`src/rtl/packet_scheduler.sv`:
```
// packet_scheduler: chooses one data-island packet per slot from the audio FIFO, ACR, InfoFrames or null,
// and tracks the audio frame counter over emitted audio samples.
module packet_scheduler #(
    parameter int AUDIO_BIT_WIDTH = 16,
    parameter int AUDIO_LAYOUT    = 0,
    parameter int FIFO_DEPTH      = 8,
    parameter int NUM_INFOFRAMES  = 2,
    parameter int ACR_MAX_DEFER   = 4,
    localparam int CH = AUDIO_LAYOUT != 0 ? 8 : 2,
    localparam int AW = $clog2(FIFO_DEPTH),
    localparam int LW = AW + 1
) (
    input  logic                          clk_pixel,
    input  logic                          reset,
    input  logic                          packet_enable,
    input  logic [4:0]                    packet_pixel_counter,
    input  logic                          video_field_end,
    input  logic                          audio_valid,
    input  logic [CH*AUDIO_BIT_WIDTH-1:0] audio_sample_word,
    input  logic                          acr_request,
    input  logic [NUM_INFOFRAMES*8-1:0]   infoframe_type,
    output logic [7:0]                    packet_type,
    output logic [191:0]                  audio_payload,
    output logic [3:0]                    sample_present,
    output logic [7:0]                    frame_counter,
    output logic [LW-1:0]                 fifo_level,
    output logic                          fifo_overflow
);
    localparam int W   = CH * AUDIO_BIT_WIDTH;
    localparam int NPK = AUDIO_LAYOUT != 0 ? 1 : 4;
    localparam int DW  = $clog2(ACR_MAX_DEFER + 1);

    logic [W-1:0]              r_mem [FIFO_DEPTH];
    logic [AW-1:0]             r_wr, r_rd;
    logic [DW-1:0]             r_defer;
    logic                      r_acr_pend;
    logic [NUM_INFOFRAMES-1:0] r_if_mask;
    logic                      w_force, w_aud, w_acr, w_ifs, w_room, w_acc;
    logic [2:0]                w_pop;
    logic [3:0]                w_present;
    logic [7:0]                w_if_type;
    logic [NUM_INFOFRAMES-1:0] w_if_clr;
    logic [W-1:0]              w_ent;
    logic [191:0]              w_payload;
    logic [8:0]                w_fc_sum;

    always_comb begin
        w_force = r_acr_pend && (r_defer == DW'(ACR_MAX_DEFER));
        w_aud = !w_force && (fifo_level != '0);
        w_acr = w_force || (!w_aud && r_acr_pend);
        w_ifs = !w_aud && !w_acr && (|r_if_mask);
        w_pop = !(packet_enable && w_aud) ? 3'd0 : AUDIO_LAYOUT != 0 ? 3'd1 :
                fifo_level >= LW'(4) ? 3'd4 : fifo_level[2:0];
        w_present = AUDIO_LAYOUT != 0 ? {4{w_pop != 3'd0}} : 4'((5'd1 << w_pop) - 5'd1);
        // room is judged after this cycle's pop so a full FIFO can still accept while draining
        w_room = (fifo_level - LW'(w_pop)) < LW'(FIFO_DEPTH);
        w_acc = audio_valid && w_room;
        w_if_type = 8'h00;
        w_if_clr = '0;
        for (int i = NUM_INFOFRAMES - 1; i >= 0; i--)
            if (r_if_mask[i]) begin
                w_if_type = infoframe_type[i*8 +: 8];
                w_if_clr = NUM_INFOFRAMES'(1) << i;
            end
        w_ent = '0;
        w_payload = '0;
        for (int k = 0; k < NPK; k++) begin
            w_ent = r_mem[r_rd + AW'(k)];
            for (int c = 0; c < CH; c++)
                if (k < int'(w_pop))
                    w_payload[(k*CH+c)*24 +: 24] = 24'(w_ent[c*AUDIO_BIT_WIDTH +: AUDIO_BIT_WIDTH]);
        end
        w_fc_sum = {1'b0, frame_counter} + (AUDIO_LAYOUT != 0 ? 9'd1 : 9'($countones(sample_present)));
    end

    always_ff @(posedge clk_pixel)
        if (w_acc) r_mem[r_wr] <= audio_sample_word;

    always_ff @(posedge clk_pixel or posedge reset)
        if (reset) begin
            r_wr <= '0;
            r_rd <= '0;
            r_defer <= '0;
            r_acr_pend <= 1'b0;
            r_if_mask <= '1;
            packet_type <= 8'h00;
            audio_payload <= '0;
            sample_present <= 4'h0;
            frame_counter <= 8'h00;
            fifo_level <= '0;
            fifo_overflow <= 1'b0;
        end else begin
            r_wr <= r_wr + AW'(w_acc);
            r_rd <= r_rd + AW'(w_pop);
            fifo_level <= fifo_level + LW'(w_acc) - LW'(w_pop);
            fifo_overflow <= fifo_overflow || (audio_valid && !w_room);
            r_acr_pend <= acr_request || (r_acr_pend && !(packet_enable && w_acr));
            r_if_mask <= video_field_end ? '1 : r_if_mask & ~((packet_enable && w_ifs) ? w_if_clr : '0);
            if (packet_enable) begin
                packet_type <= w_acr ? 8'h01 : w_aud ? 8'h02 : w_ifs ? w_if_type : 8'h00;
                audio_payload <= w_payload;
                sample_present <= w_present;
                r_defer <= w_acr ? '0 :
                           (r_acr_pend && r_defer != DW'(ACR_MAX_DEFER)) ? r_defer + 1'b1 : r_defer;
            end
            if (packet_pixel_counter == 5'd31 && packet_type == 8'h02)
                frame_counter <= w_fc_sum >= 9'd192 ? 8'(w_fc_sum - 9'd192) : w_fc_sum[7:0];
        end
endmodule

```
`config.mk`:
```
export PLATFORM = sky130hd
export DESIGN_NAME = packet_scheduler
export DESIGN_NICKNAME = d
export VERILOG_FILES = /design/src/rtl/packet_scheduler.sv
export SDC_FILE = /design/constraint.sdc
export NUM_CORES = 1
export LEC_CHECK = 0
export ABC_AREA = 1
export CAP_MARGIN = 20
export CORE_UTILIZATION = 30
export DETAILED_ROUTE_END_ITERATION = 16
export HOLD_SLACK_MARGIN = 0.1
export PLACE_DENSITY = 0.48
export SLEW_MARGIN = 5
export SYNTH_ARGS = -nofsm -noshare
export SYNTH_HDL_FRONTEND = slang
export SYNTH_SLANG_ARGS = --single-unit
export TNS_END_PERCENT = 50
```
`constraint.sdc`:
```
create_clock -name clk_pixel -period 11.3 [get_ports clk_pixel]
set_clock_uncertainty 0.1 [all_clocks]
set_input_delay 2.825 -clock clk_pixel [delete_from_list [all_inputs] [get_ports clk_pixel]]
set_output_delay 2.825 -clock clk_pixel [all_outputs]
set_load 0.03 [all_outputs]
```
# Word-level counts from Yosys, hierarchy flattened

Memories as Yosys holds them, arrays and structs flattened.
Index checks and enable logic that the tools add are counted.

Bits in latches: 0
Output and inout port bits: 217
Bits in read-only memories: 0
Logic and storage cells: 90
Memories kept: 1
RAM bits: 256
Register bits: 229

Multiply operators: 0
Multiplexer cells: 24
Eq/ne operators: 4
Add/subtract/negate cells: 15
Shifts and indexed selects: 1
Reductions and logical operators: 25
Div/mod/pow operators: 0
Bitwise logic cells: 2
Magnitude comparators: 7

Memories:

| name  | depth | width | rd ports | clocked after Yosys merged registers in | write ports | RTL line | RTL |
|---|---|---|---|---|---|---|---|
| r_mem | 8     | 32    | 4        | 0                                       | 1           | 33       | `logic [W-1:0] r_mem [FIFO_DEPTH];` |

Operators by type and width:

| cell                  | count |
|---|---|
| $mux W16              | 8 |
| $mux W8               | 6 |
| $logic_and A1 B1 Y1   | 13 |
| $mux W3               | 4 |
| $add A8 B3 Y9         | 1 |
| $ge A9 B8 Y1 const B  | 1 |
| $eq A8 B2 Y1 const B  | 1 |
| $mux W2               | 4 |
| $sub A4 B3 Y4         | 2 |
| $sub A8 B8 Y8 const B | 1 |
| $add A3 B1 Y3 const B | 2 |
| $add A3 B2 Y3 const B | 2 |
| $lt A1 B3 Y1 const A  | 2 |
| $lt A2 B3 Y1 const A  | 2 |
| $eq A5 B5 Y1 const B  | 1 |
| $logic_not A1 Y1      | 5 |
| $add A1 B1 Y2         | 2 |
| $add A4 B1 Y4         | 1 |
| $ge A4 B3 Y1 const B  | 1 |
| $lt A4 B4 Y1 const B  | 1 |
| $reduce_bool A4 Y1    | 1 |
| $shl A1 B3 Y4 const A | 1 |
| $sub A4 B1 Y4 const B | 1 |
| $add A2 B2 Y3         | 1 |
| 11 further kinds      | 14 |

# Longest topological paths before layout

Gate-level depths: netlist of run 1.

Depth after elaboration: 15
Gate-level depth with buffers: 18
Depth with buffers taken out: 18

# Worst setup path before layout of run 1

Ideal clock, no wire load.

Path kind: input -> register
Start: input port packet_enable
End: memory r_mem[1][0] (netlist name), enable pin
Arrival time: 5.794 ns
Buffers on the path: 0
Setup time: 0.421 ns
Stages: 12
Required time: 10.779 ns
Path slack: 4.985 ns
Cells stage by stage: nand3_4 -> inv_2 -> nand3_1 -> ha_1 -> fa_1 -> a21oi_1 -> xor2_1 -> nor2_1 -> inv_1 -> nor2_1 -> inv_1 -> nor2_1

Word-level cells in the longest chain between the ends: 7

RTL lines:

| item                          | RTL line | RTL |
|---|---|---|
| start: declaration            | 15       | `input logic packet_enable,` |
| $logic_and A1 B1 Y1           | 52       | `w_pop = !(packet_enable && w_aud) ? 3'd0 : AUDIO_LAYOUT != 0 ? 3'd1 :` |
| $mux W3                       | 52       |  |
| $sub A4 B3 Y4                 | 56       | `w_room = (fifo_level - LW'(w_pop)) < LW'(FIFO_DEPTH);` |
| $lt A4 B4 Y1                  | 56       |  |
| $logic_and A1 B1 Y1           | 57       | `w_acc = audio_valid && w_room;` |
| $mux W1                       | 77       | `if (w_acc) r_mem[r_wr] <= audio_sample_word;` |
| $mux W1 (not written as such) | 77       |  |
| end: declaration              | 33       |  |

Every way passes these cells.

# Final worst setup path of run 1

Start: input port packet_enable
End: memory r_mem[2][20] (netlist name), enable pin

Same word-level chain as after synthesis.

==> metrics, run 1 <==
run status completed; remaining antenna violation count 0; number of register bits inferred by synthesis 421; detailed-route via count 17190; final routed wire length divided by cell count 19.82 um; first-pass GRT wire length 100.5 mm; Post CTS Setup Buffer Count 0; max-cap check violation count 0; Period Utilization, post-route 64.39%; maximum fanout encountered on the critical timing path 34; biggest area consumer among synthesized cells sky130_fd_sc_hd__edfxtp_1; layout cells sized above 1 6.089%; Setup Crit Path Kind in2reg; Max-Slew Margin vs Limit 28.28%; vias per cell 4.956; antenna cells 0; most used standard cells in the synthesized netlist sky130_fd_sc_hd__nand2_1, sky130_fd_sc_hd__o21ai_0, sky130_fd_sc_hd__edfxtp_1; RSZ-0062 raised after global routing false; area share of the leading cell type in the synthesized netlist 36.07%; synthesized cell area 21310 um2; die height 268.5 um; post-cts hold buffer count 0; async set-or-reset flop fraction in the synthesized netlist 39.19%; CTS tree done; Fmax achieved 137.4 MHz; number of global-route vias before repair 16100; Final Max Slew Viols 0; clock transition time at the flip-flop clock pins of the worst setup and hold paths 0.06 ns; TritonRoute pass-1 iters 6; kind of capture point of the worst setup path flop; VDD IR max 0.1864 mV; combinational family with the most area after synthesis simple AND/OR/NAND/NOR gates; maximum number of pins on one net before global-route repair 128; library cell contributing the largest single delay on the critical path sky130_fd_sc_hd__clkdlybuf4s50_1; TritonCTS Buffers 49; count of mapped cells out of synthesis 2346; post-detail-place hpwl 44.05 mm; dpl cells 3375; sum of negative setup slack 0 ns; required time at the endpoint of the critical path 11.46 ns; DRC violations left 0; largest stage delay on the critical path 0.77 ns; final non-filler cell total 3469; standby leakage power 10.52 nW; Cell Rows 97; count of endpoints failing setup in the final report 0; Synth Area in Compound Gates 12.48%; Gates resized, CTS repair 0; Post-Route WL 68.74 mm; die area 72120 um2; top area cells in the synthesized netlist sky130_fd_sc_hd__edfxtp_1, sky130_fd_sc_hd__dfrtp_1, sky130_fd_sc_hd__nand2_1; total grt overflow 0; actual slew at the worst max-slew pin 1.074 ns; Post-Synth Simple-Gate Area 19.72%; synthesized-area fraction occupied by adder cells 1.327%; Global Route Usage Sum 18.64%; count of buffers inserted at the top-level ports 211; share of synthesized area occupied by flip-flops and latches 55.45%; Tightest Hold Check Type reg2reg; area overhead of the layout relative to synthesis 20.70%; final number of hold-violating endpoints 0; area of the core region 70150 um2; number of placed I/O pins 276; Cell Pwr Density 325.7 nW/um2; number of antenna violations at the first check in global routing 2; synth warn 0; GPL Wtd Cong 0.8278; die outline width 268.5 um; final critical-path required period 7.276 ns; Clk Latency, worst-skew pair 0.59 ns; number of clock sinks 421; most common cell in the netlist sky130_fd_sc_hd__nand2_1; arrival time at the worst endpoint 7.43 ns; fraction of synthesized cell area in xor and xnor cells 0.4461%; count of nets after finishing 2566; Critical Path Start Type input pin; first-iteration detailed-routing DRC count 1470; CP cell instances clkdlybuf4s50_1 -> nand3_4 -> inv_2 -> nand3_1 -> ha_1 -> fa_1 -> a21oi_1 -> xor2_1 -> nor2_1 -> nand2_1 -> nor2_4 -> buf_4; number of flops mapped to enable cells by yosys 256; Mapped Avg Cell Area 9.085 um2; leading register cell type out of synthesis sky130_fd_sc_hd__edfxtp_1; deepest clock path buffer count 3; proportion of synthesized area in mux cells 2.066%; cell chosen for the clock root sky130_fd_sc_hd__clkbuf_16; htree depth 2; Yosys cell types 45; effective utilization at floorplan 30.38%
[power by group]
group	leakage [nW]	internal [mW]	total [mW]	switching [mW]
combinational	5.32	1.38	4.40	3.01
sequential	4.37	2.05	2.32	0.271
clock	0.832	1.01	1.67	0.659
total	10.5	4.44	8.38	3.94
[stage by stage]
stage	power (mW)	utilization [%]	worst slack (ns)	area (um2)	hold WS (ns)
2_1_floorplan	5.176	-	3.917	21550	0.3419
3_3_place_gp	6.658	34.12	3.257	23930	0.3632
3_5_place_dp	6.712	34.18	3.377	23980	0.3486
4_1_cts	8.424	36.61	4.004	25680	0.3629
5_1_grt	8.921	36.67	3.764	25730	0.3738
6_report	8.380	36.67	4.024	25730	0.3563
[layout by cell type, fill, tap and decap left out, types with 19 or more instances in the layout]
master                              n
sky130_fd_sc_hd__a21oi_1           26
sky130_fd_sc_hd__a22o_1            35
sky130_fd_sc_hd__a32o_1            19
sky130_fd_sc_hd__buf_4             22
sky130_fd_sc_hd__clkbuf_16         50
sky130_fd_sc_hd__clkdlybuf4s50_1  211
sky130_fd_sc_hd__conb_1            64
sky130_fd_sc_hd__dfrtp_1          162
sky130_fd_sc_hd__edfxtp_1         256
sky130_fd_sc_hd__inv_1            152
sky130_fd_sc_hd__mux2i_1           44
sky130_fd_sc_hd__nand2_1          793
sky130_fd_sc_hd__nand3_1          140
sky130_fd_sc_hd__nand4_1           28
sky130_fd_sc_hd__nor2_1            52
sky130_fd_sc_hd__o21ai_0          269
sky130_fd_sc_hd__o21ai_1           24
sky130_fd_sc_hd__o31ai_1           24
[final cells by class]
type                       count  area [um2]
sequential                   421       11820
fill                        6988       44420
clock buffer                  64        1354
inverter                     163       626.9
clock inverter                28       344.1
tap                          940        1176
timing repair buffer         237        2372
multi-input combinational   1616        8030
[logic make-up after synthesis]
family	after synthesis
multiplexers	44
flip-flops	421
XOR/XNOR	10
adder cells (fa/ha/maj)	19
AND/OR/NAND/NOR	1037
buffers and inverters	372
other	1
AO/OA/AOI/OAI	442
[worst max-delay path, delay by kind of cell]
kind,cells,cell delay [ns]
buffers and inverters,3,1.49
adder cells (fa/ha/maj),2,0.65
AO/OA/AOI/OAI,1,0.15
XOR/XNOR,1,0.10
AND/OR/NAND/NOR,5,2.20
[layer usage]
metal	routed length, um	share of wire [%]	vias up	track usage [%]
li1	-	-	8095	-
met1	30260	44	8339	24.68
met2	32090	47	642	30.60
met3	4642	6.8	114	3.863
met4	1729	2.5	4	5.498
met5	24	0.035	-	0
[registers in the layout (all words and copies together), names as in the netlist]
| register | count |
|---|---|
| r_defer | 3 |
| sample_present | 4 |
| r_wr | 3 |
| r_rd | 3 |
| fifo_overflow | 1 |
| audio_payload | 128 |
| frame_counter | 8 |
| r_mem | 256 |
| r_acr_pend | 1 |
| packet_type | 8 |
| fifo_level | 4 |
| r_if_mask | 2 |
[worst paths after layout]
path	from	end	slack [ns]	cells after the start
max in group asynchronous	reset	r_rd[0]	6.84	3
max	packet_enable	r_mem[2][20]	4.02	12
min in group asynchronous	reset	packet_type[3]	2.68	2
min reg2reg	fifo_overflow	fifo_overflow	0.36	1
max reg2reg	r_defer[0]	r_mem[2][20]	6.38	14
min	fifo_overflow	fifo_overflow	0.36	1
No activity file was read; power rests on OpenSTA's default activity.
==> inputs of run 2 (changes only) <==
--- a/config.mk
+++ b/config.mk
@@ -10,7 +10,7 @@
 export CORE_UTILIZATION = 30
 export DETAILED_ROUTE_END_ITERATION = 16
 export HOLD_SLACK_MARGIN = 0.1
-export PLACE_DENSITY = 0.48
+export PLACE_DENSITY = 0.49
 export SLEW_MARGIN = 5
 export SYNTH_ARGS = -nofsm -noshare
 export SYNTH_HDL_FRONTEND = slang
==> constraint.sdc (replaced) <==
create_clock -name clk_pixel -period 6.57 [get_ports clk_pixel]
set_clock_uncertainty 0.1 [all_clocks]
set_input_delay 1.6425 -clock clk_pixel [delete_from_list [all_inputs] [get_ports clk_pixel]]
set_output_delay 1.6425 -clock clk_pixel [all_outputs]
set_load 0.03 [all_outputs]
==> run 2 against run 1 <==
- die area stayed put
- largest power group unchanged
- sequential share of layout area is 0.094 points lower
- register-to-register slack worse by 4.1 ns
- final cell count about the same
- total power is 73% higher
- clock power up 72%
- utilization up 0.075 points
- setup slack got worse by 2.5 ns
==> metrics, run 2 (synthesized netlist as in run 1, its figures left out) <==
count of endpoints failing setup in the final report 0 (unchanged); clock transition time at the flip-flop clock pins of the worst setup and hold paths 0.06 ns (about the same); Clk Latency, worst-skew pair 0.61 ns (was 0.59 ns); actual slew at the worst max-slew pin 1.127 ns (was 1.074 ns); largest stage delay on the critical path 0.76 ns (was 0.77 ns); RSZ-0062 raised after global routing false (unchanged); Critical Path Start Type input pin (unchanged); max reg flops 256 (unchanged); area overhead of the layout relative to synthesis 20.95% (was 20.70%); Max-Slew Margin vs Limit 24.77% (was 28.28%); Period Utilization, post-route 77.22%; deepest clock path buffer count 3 (unchanged); VDD IR max 0.5093 mV (was 0.1864 mV); Post CTS Setup Buffer Count 0 (unchanged); part of the total power dissipated in combinational logic 52.4% (was 52.5%); vias per cell 4.871 (was 4.956); depth of the most critical reg-to-reg path 7 (was 14); TritonRoute pass-1 iters 5 (was 6); sum of negative setup slack 0 ns (unchanged); DRC violations left 0 (unchanged); library cell contributing the largest single delay on the critical path sky130_fd_sc_hd__clkdlybuf4s50_1 (unchanged); internal power 7.634 mW (was 4.436 mW); CP cell instances clkdlybuf4s50_1 -> nand3_4 -> inv_2 -> nand3_1 -> ha_1 -> fa_1 -> a21oi_1 -> xor2_1 -> nor2_1 -> inv_1 -> nor2_1 -> inv_1 -> nor2_4 -> buf_12 (was clkdlybuf4s50_1 -> nand3_4 -> inv_2 -> nand3_1 -> ha_1 -> fa_1 -> a21oi_1 -> xor2_1 -> nor2_1 -> nand2_1 -> nor2_4 -> buf_4); destination of the worst register-to-register timing path audio_payload[75] (was r_mem[2][20]); detailed-route via count 16910 (was 17190); Tightest Hold Check Type reg2reg (unchanged); remaining antenna violation count 0 (unchanged); max-cap check violation count 0 (unchanged); count of nets after finishing 2568 (was 2566); leading registers by flop count r_mem x256, audio_payload x128 (unchanged); maximum fanout encountered on the critical timing path 20 (was 34); clock share of power 19.9% (about the same); cell chosen for the clock root sky130_fd_sc_hd__clkbuf_16 (unchanged); required time at the endpoint of the critical path 6.76 ns (was 11.46 ns); CTS tree done (unchanged); total non-filler cell area in the finished layout 25780 um2 (was 25730 um2); final critical-path required period 5.073 ns; r2r startpoint r_rd[0] (was r_defer[0]); first-iteration detailed-routing DRC count 1403 (was 1470); Gates resized, CTS repair 0 (unchanged); GPL Wtd Cong 0.8152 (was 0.8278); first-pass GRT wire length 102.7 mm (was 100.5 mm); Cell Rows 97 (unchanged); kind of capture point of the worst setup path flop (unchanged); final routed wire length divided by cell count 19.91 um (was 19.82 um); Post-Route WL 69.14 mm (was 68.74 mm); most frequent standard cell in the layout excluding fill and tap cells sky130_fd_sc_hd__nand2_1 (unchanged); layout cells sized above 1 5.887% (was 6.089%); switching part of the total 47.25% (was 47.07%); htree depth 2 (unchanged); number of clock sinks 421 (unchanged); Setup Crit Path Kind in2reg (unchanged); arrival time at the worst endpoint 5.26 ns (was 7.43 ns); post-cts hold buffer count 0 (unchanged); final number of hold-violating endpoints 0 (unchanged); crit path launch packet_enable (unchanged); run status completed (unchanged); Reg with most FFs r_mem (unchanged); reg2reg setup slack 2.31 ns (was 6.38 ns); die height 268.5 um (unchanged); count of buffers inserted at the top-level ports 211 (unchanged); die area 72120 um2 (unchanged); total grt overflow 0 (unchanged); effective utilization at floorplan 30.38% (unchanged); number of antenna violations at the first check in global routing 6 (was 2); post-detail-place hpwl 44.17 mm (was 44.05 mm); net switching power 6.839 mW (was 3.944 mW); DP Area 24070 um2 (was 23980 um2); area of the core region 70150 um2 (unchanged); die outline width 268.5 um (unchanged); number of global-route vias before repair 16280 (was 16100); standby leakage power 10.53 nW (was 10.52 nW); Cell Pwr Density 561.5 nW/um2 (was 325.7 nW/um2); number of placed I/O pins 276 (unchanged); Global Route Usage Sum 18.96% (was 18.64%); maximum number of pins on one net before global-route repair 238 (was 128); TritonCTS Buffers 49 (unchanged); last element of the critical path r_mem[5][11] (was r_mem[2][20]); leading cell types in the layout, fill and taps excluded sky130_fd_sc_hd__nand2_1, sky130_fd_sc_hd__o21ai_0, sky130_fd_sc_hd__edfxtp_1 (unchanged); Fmax achieved 197.1 MHz; Reg power frac 27.7% (was 27.6%); Final Max Slew Viols 0 (unchanged)
[run 2: cell count changes in the layout (fill, tap and decap cells not counted), sizes merged]
cell      delta
clkinv       -4
clkinvlp     -2
buf          +2
clkbuf       +5
inv          +1
diode        +1
[run 2: critical path: cells and delay by family]
kind / cells / cell delay, ns
buf+inv: 5 / 1.43
simple gates: 5 / 1.26
fa+ha+maj: 2 / 0.64
compound gates: 1 / 0.16
xor+xnor: 1 / 0.11
[run 2: per-stage QoR]
step	std cells	util (%)	setup WS (ns)	hold WS, ns	power (mW)
floorplan	2409	-	0.3691	0.3419	8.903
global placement	3377	34.28	0.9389	0.3631	11.53
detailed placement	3378	34.31	0.8282	0.3664	11.64
CTS	3470	36.71	1.442	0.3852	14.56
global route	3471	36.74	1.172	0.4026	15.42
finish	3472	36.75	1.497	0.3780	14.47
[run 2: cell type report]
cell class | instances | area, um2
Clock inverter | 23 | 319.1
Timing Repair Buffer | 239 | 2442
Multi-Input combinational cell | 1616 | 8030
Antenna cell | 1 | 2.502
Inverter | 163 | 624.3
Tap cell | 940 | 1176
Sequential cell | 421 | 11820
Clock buffer | 69 | 1361
Fill cell | 7059 | 44370
[run 2: metal layers]
layer  share of wire [%]  track usage [%]
met2                  47            31.27
met5               0.062                0
met1                  45            25.44
met4                 2.1            4.745
met3                 6.6            3.689
[run 2: power groups by stage]
stage,registers (mW),clock network (mW),logic [mW]
final,4.01,2.88,7.59
after global routing,4.09,3.03,8.30
after CTS,4.02,2.94,7.60
after detailed placement,4.06,0,7.58
after global placement,4.06,0,7.47
after floorplan,4.64,0,4.26
[run 2: how the worst min path moves through the flow]
stage | start | to | slack, ns | cells after the start
2_1_floorplan | r_wr[0] | r_wr[0] | 0.34 | 2
3_3_place_gp | r_wr[0] | r_wr[0] | 0.36 | 2
3_5_place_dp | audio_payload[87] | audio_payload[87] | 0.37 | 2
4_1_cts | r_wr[0] | r_wr[0] | 0.39 | 2
5_1_grt | r_wr[0] | r_wr[0] | 0.40 | 2
6_report | audio_payload[79] | audio_payload[79] | 0.38 | 2
==> inputs of run 3 (changes only) <==
==> constraint.sdc (replaced) <==
create_clock -name clk_pixel -period 4.3 [get_ports clk_pixel]
set_clock_uncertainty 0.1 [all_clocks]
set_input_delay 1.075 -clock clk_pixel [delete_from_list [all_inputs] [get_ports clk_pixel]]
set_output_delay 1.075 -clock clk_pixel [all_outputs]
set_load 0.03 [all_outputs]
==> run 3 against run 2 <==
- hold slack got worse by 0.0086 ns
- cell area rose by 1.5%
- register-to-register slack got worse by 1.6 ns
- critical path depth did not move
- clock power rose by 61%
- total power rose by 55%
- critical endpoint is now r_mem[1][31]
- largest cell class unchanged
==> metrics, run 3 (synthesized netlist as in run 1, its figures left out) <==
gate family responsible for the most delay along the worst path buffers and inverters (unchanged); post-detail-place hpwl 44.51 mm (was 44.17 mm); die area 72120 um2 (unchanged); library cell contributing the largest single delay on the critical path sky130_fd_sc_hd__clkdlybuf4s50_1 (unchanged); CP cell instances clkdlybuf4s50_1 -> nand3_4 -> inv_2 -> nand3_1 -> ha_1 -> fa_1 -> a21oi_1 -> xor2_1 -> nor2_1 -> inv_1 -> nor2_1 -> inv_1 -> nor2_4 -> buf_12 (unchanged); Gates resized, CTS repair 0 (unchanged); count of buffers inserted at the top-level ports 211 (unchanged); final number of hold-violating endpoints 0 (unchanged); depth of the most critical reg-to-reg path 16 (was 7); last element of the critical path r_mem[1][31] (was r_mem[5][11]); Reg with most FFs r_mem (unchanged); actual slew at the worst max-slew pin 1.118 ns (was 1.127 ns); effective utilization at floorplan 30.38% (unchanged); reg2reg setup slack 0.73 ns (was 2.31 ns); r2r startpoint r_defer[0] (was r_rd[0]); required time at the endpoint of the critical path 4.49 ns (was 6.76 ns); leading registers by flop count r_mem x256, audio_payload x128 (unchanged); maximum fanout encountered on the critical timing path 18 (was 20); first-pass GRT wire length 102.0 mm (was 102.7 mm); DP Area 24370 um2 (was 24070 um2); area overhead of the layout relative to synthesis 22.72% (was 20.95%); Tightest Hold Check Type reg2reg (unchanged); total grt overflow 0 (unchanged); instance count on the critical path 14 (unchanged); Fmax achieved 260.9 MHz; Setup Crit Path Kind in2reg (unchanged); final routed wire length divided by cell count 19.76 um (was 19.91 um); number of buffers and inverters on the critical path 5 (unchanged); kind of capture point of the worst setup path flop (unchanged); DRC violations left 0 (unchanged); layout cells sized above 1 6.782% (was 5.887%); die height 268.5 um (unchanged); hold depth 2 (unchanged); VDD IR max 0.7925 mV (was 0.5093 mV); run status completed (unchanged); Period Utilization, post-route 89.15%; crit path launch packet_enable (unchanged); final hold slack 0.3694 ns (was 0.3780 ns); max-cap check violation count 0 (unchanged); deepest clock path buffer count 3 (unchanged); Critical Path Start Type input pin (unchanged); arrival time at the worst endpoint 4.02 ns (was 5.26 ns); post-cts hold buffer count 0 (unchanged); total non-filler cell area in the finished layout 26160 um2 (was 25780 um2); count of nets after finishing 2588 (was 2568); standby leakage power 10.69 nW (was 10.53 nW); Global Route Usage Sum 18.95% (was 18.96%); Post CTS Setup Buffer Count 0 (unchanged); Cell Pwr Density 860.3 nW/um2 (was 561.5 nW/um2); Layout Utilization 37.29% (was 36.75%); vias per cell 4.938 (was 4.871); Clk Latency, worst-skew pair 0.60 ns (was 0.61 ns); detailed-route via count 17250 (was 16910); Final Max Slew Viols 0 (unchanged); CTS tree done (unchanged); most frequent standard cell in the layout excluding fill and tap cells sky130_fd_sc_hd__nand2_1 (unchanged); Post-Route WL 69.00 mm (was 69.14 mm); number of placed I/O pins 276 (unchanged); first-iteration detailed-routing DRC count 1656 (was 1403); htree depth 2 (unchanged); area of the core region 70150 um2 (unchanged); GPL Wtd Cong 0.8230 (was 0.8152); Cell Rows 97 (unchanged); maximum number of pins on one net before global-route repair 214 (was 238); TritonRoute pass-1 iters 7 (was 5); max reg flops 256 (unchanged); TritonCTS Buffers 50 (was 49); final critical-path required period 3.833 ns; largest stage delay on the critical path 0.54 ns (was 0.76 ns); number of global-route vias before repair 16260 (was 16280); leading cell types in the layout, fill and taps excluded sky130_fd_sc_hd__nand2_1, sky130_fd_sc_hd__o21ai_0, sky130_fd_sc_hd__edfxtp_1 (unchanged); number of clock sinks 421 (unchanged); RSZ-0062 raised after global routing false (unchanged); destination of the worst register-to-register timing path r_mem[1][31] (was audio_payload[75]); clock transition time at the flip-flop clock pins of the worst setup and hold paths 0.06 ns (about the same); count of endpoints failing setup in the final report 0 (unchanged); remaining antenna violation count 0 (unchanged); die outline width 268.5 um (unchanged); final setup slack of the worst path 0.4666 ns (was 1.497 ns); fill cell instance count of the final layout 6934 (was 7059); number of antenna violations at the first check in global routing 3 (was 6); cell chosen for the clock root sky130_fd_sc_hd__clkbuf_16 (unchanged); Setup Slack @ Placement -0.1196 ns (was 0.8282 ns); Max-Slew Margin vs Limit 25.34% (was 24.77%)
-- run 3: how the worst min path moves through the flow --
stage                                   end               from
after floorplan                     r_wr[0]            r_wr[0]
after global placement              r_wr[0]            r_wr[0]
after detailed placement            r_wr[0]            r_wr[0]
after CTS                           r_wr[0]            r_wr[0]
after global routing      audio_payload[80]  audio_payload[80]
final                               r_wr[0]            r_wr[0]
-- run 3: layout make-up --
cell class | count | area [um2] | area share [%]
diodes | 1 | 2.502 | 0.009567
inverters | 163 | 623.1 | 2.382
clock inverters | 32 | 452.9 | 1.732
multi-input cells | 1616 | 8030 | 30.70
repair buffers | 258 | 2715 | 10.38
well taps | 940 | 1176 | 4.497
flip-flops and latches | 421 | 11820 | 45.20
clock buffers | 61 | 1334 | 5.099
-- run 3: metal layers --
metal | up-vias | global-route usage, % | share of wire, %
met5 | - | 0.2703 | 0.033
met4 | 4 | 8.062 | 3.6
met3 | 140 | 3.854 | 7.6
met2 | 737 | 29.03 | 44
met1 | 8218 | 25.91 | 45
li1 | 8146 | - | -
-- run 3: worst reg2reg max path: cells and delay by family, from the launching register on --
kind            cells  cell delay [ns]
buf+inv             5             0.67
fa+ha+maj           3             0.81
flops               1             0.35
xor+xnor            1             0.11
simple gates        6             1.05
compound gates      1             0.18
-- run 3: report_power, final --
group          switching (mW)  internal (mW)  leakage (nW)
Sequential              0.683           5.37          4.37
Clock                    1.78           2.87         0.864
Combinational            8.00           3.80          5.46
Total                    10.5           12.0          10.7
-- run 3: per-stage QoR --
stage | total power [mW] | instances | TNS, ns
finish | 22.50 | 3492 | 0
global route | 23.92 | 3491 | 0
CTS | 22.62 | 3491 | 0
detailed placement | 17.86 | 3398 | -10.22
global placement | 17.68 | 3398 | -0.3797
floorplan | 13.60 | 2409 | -52.60
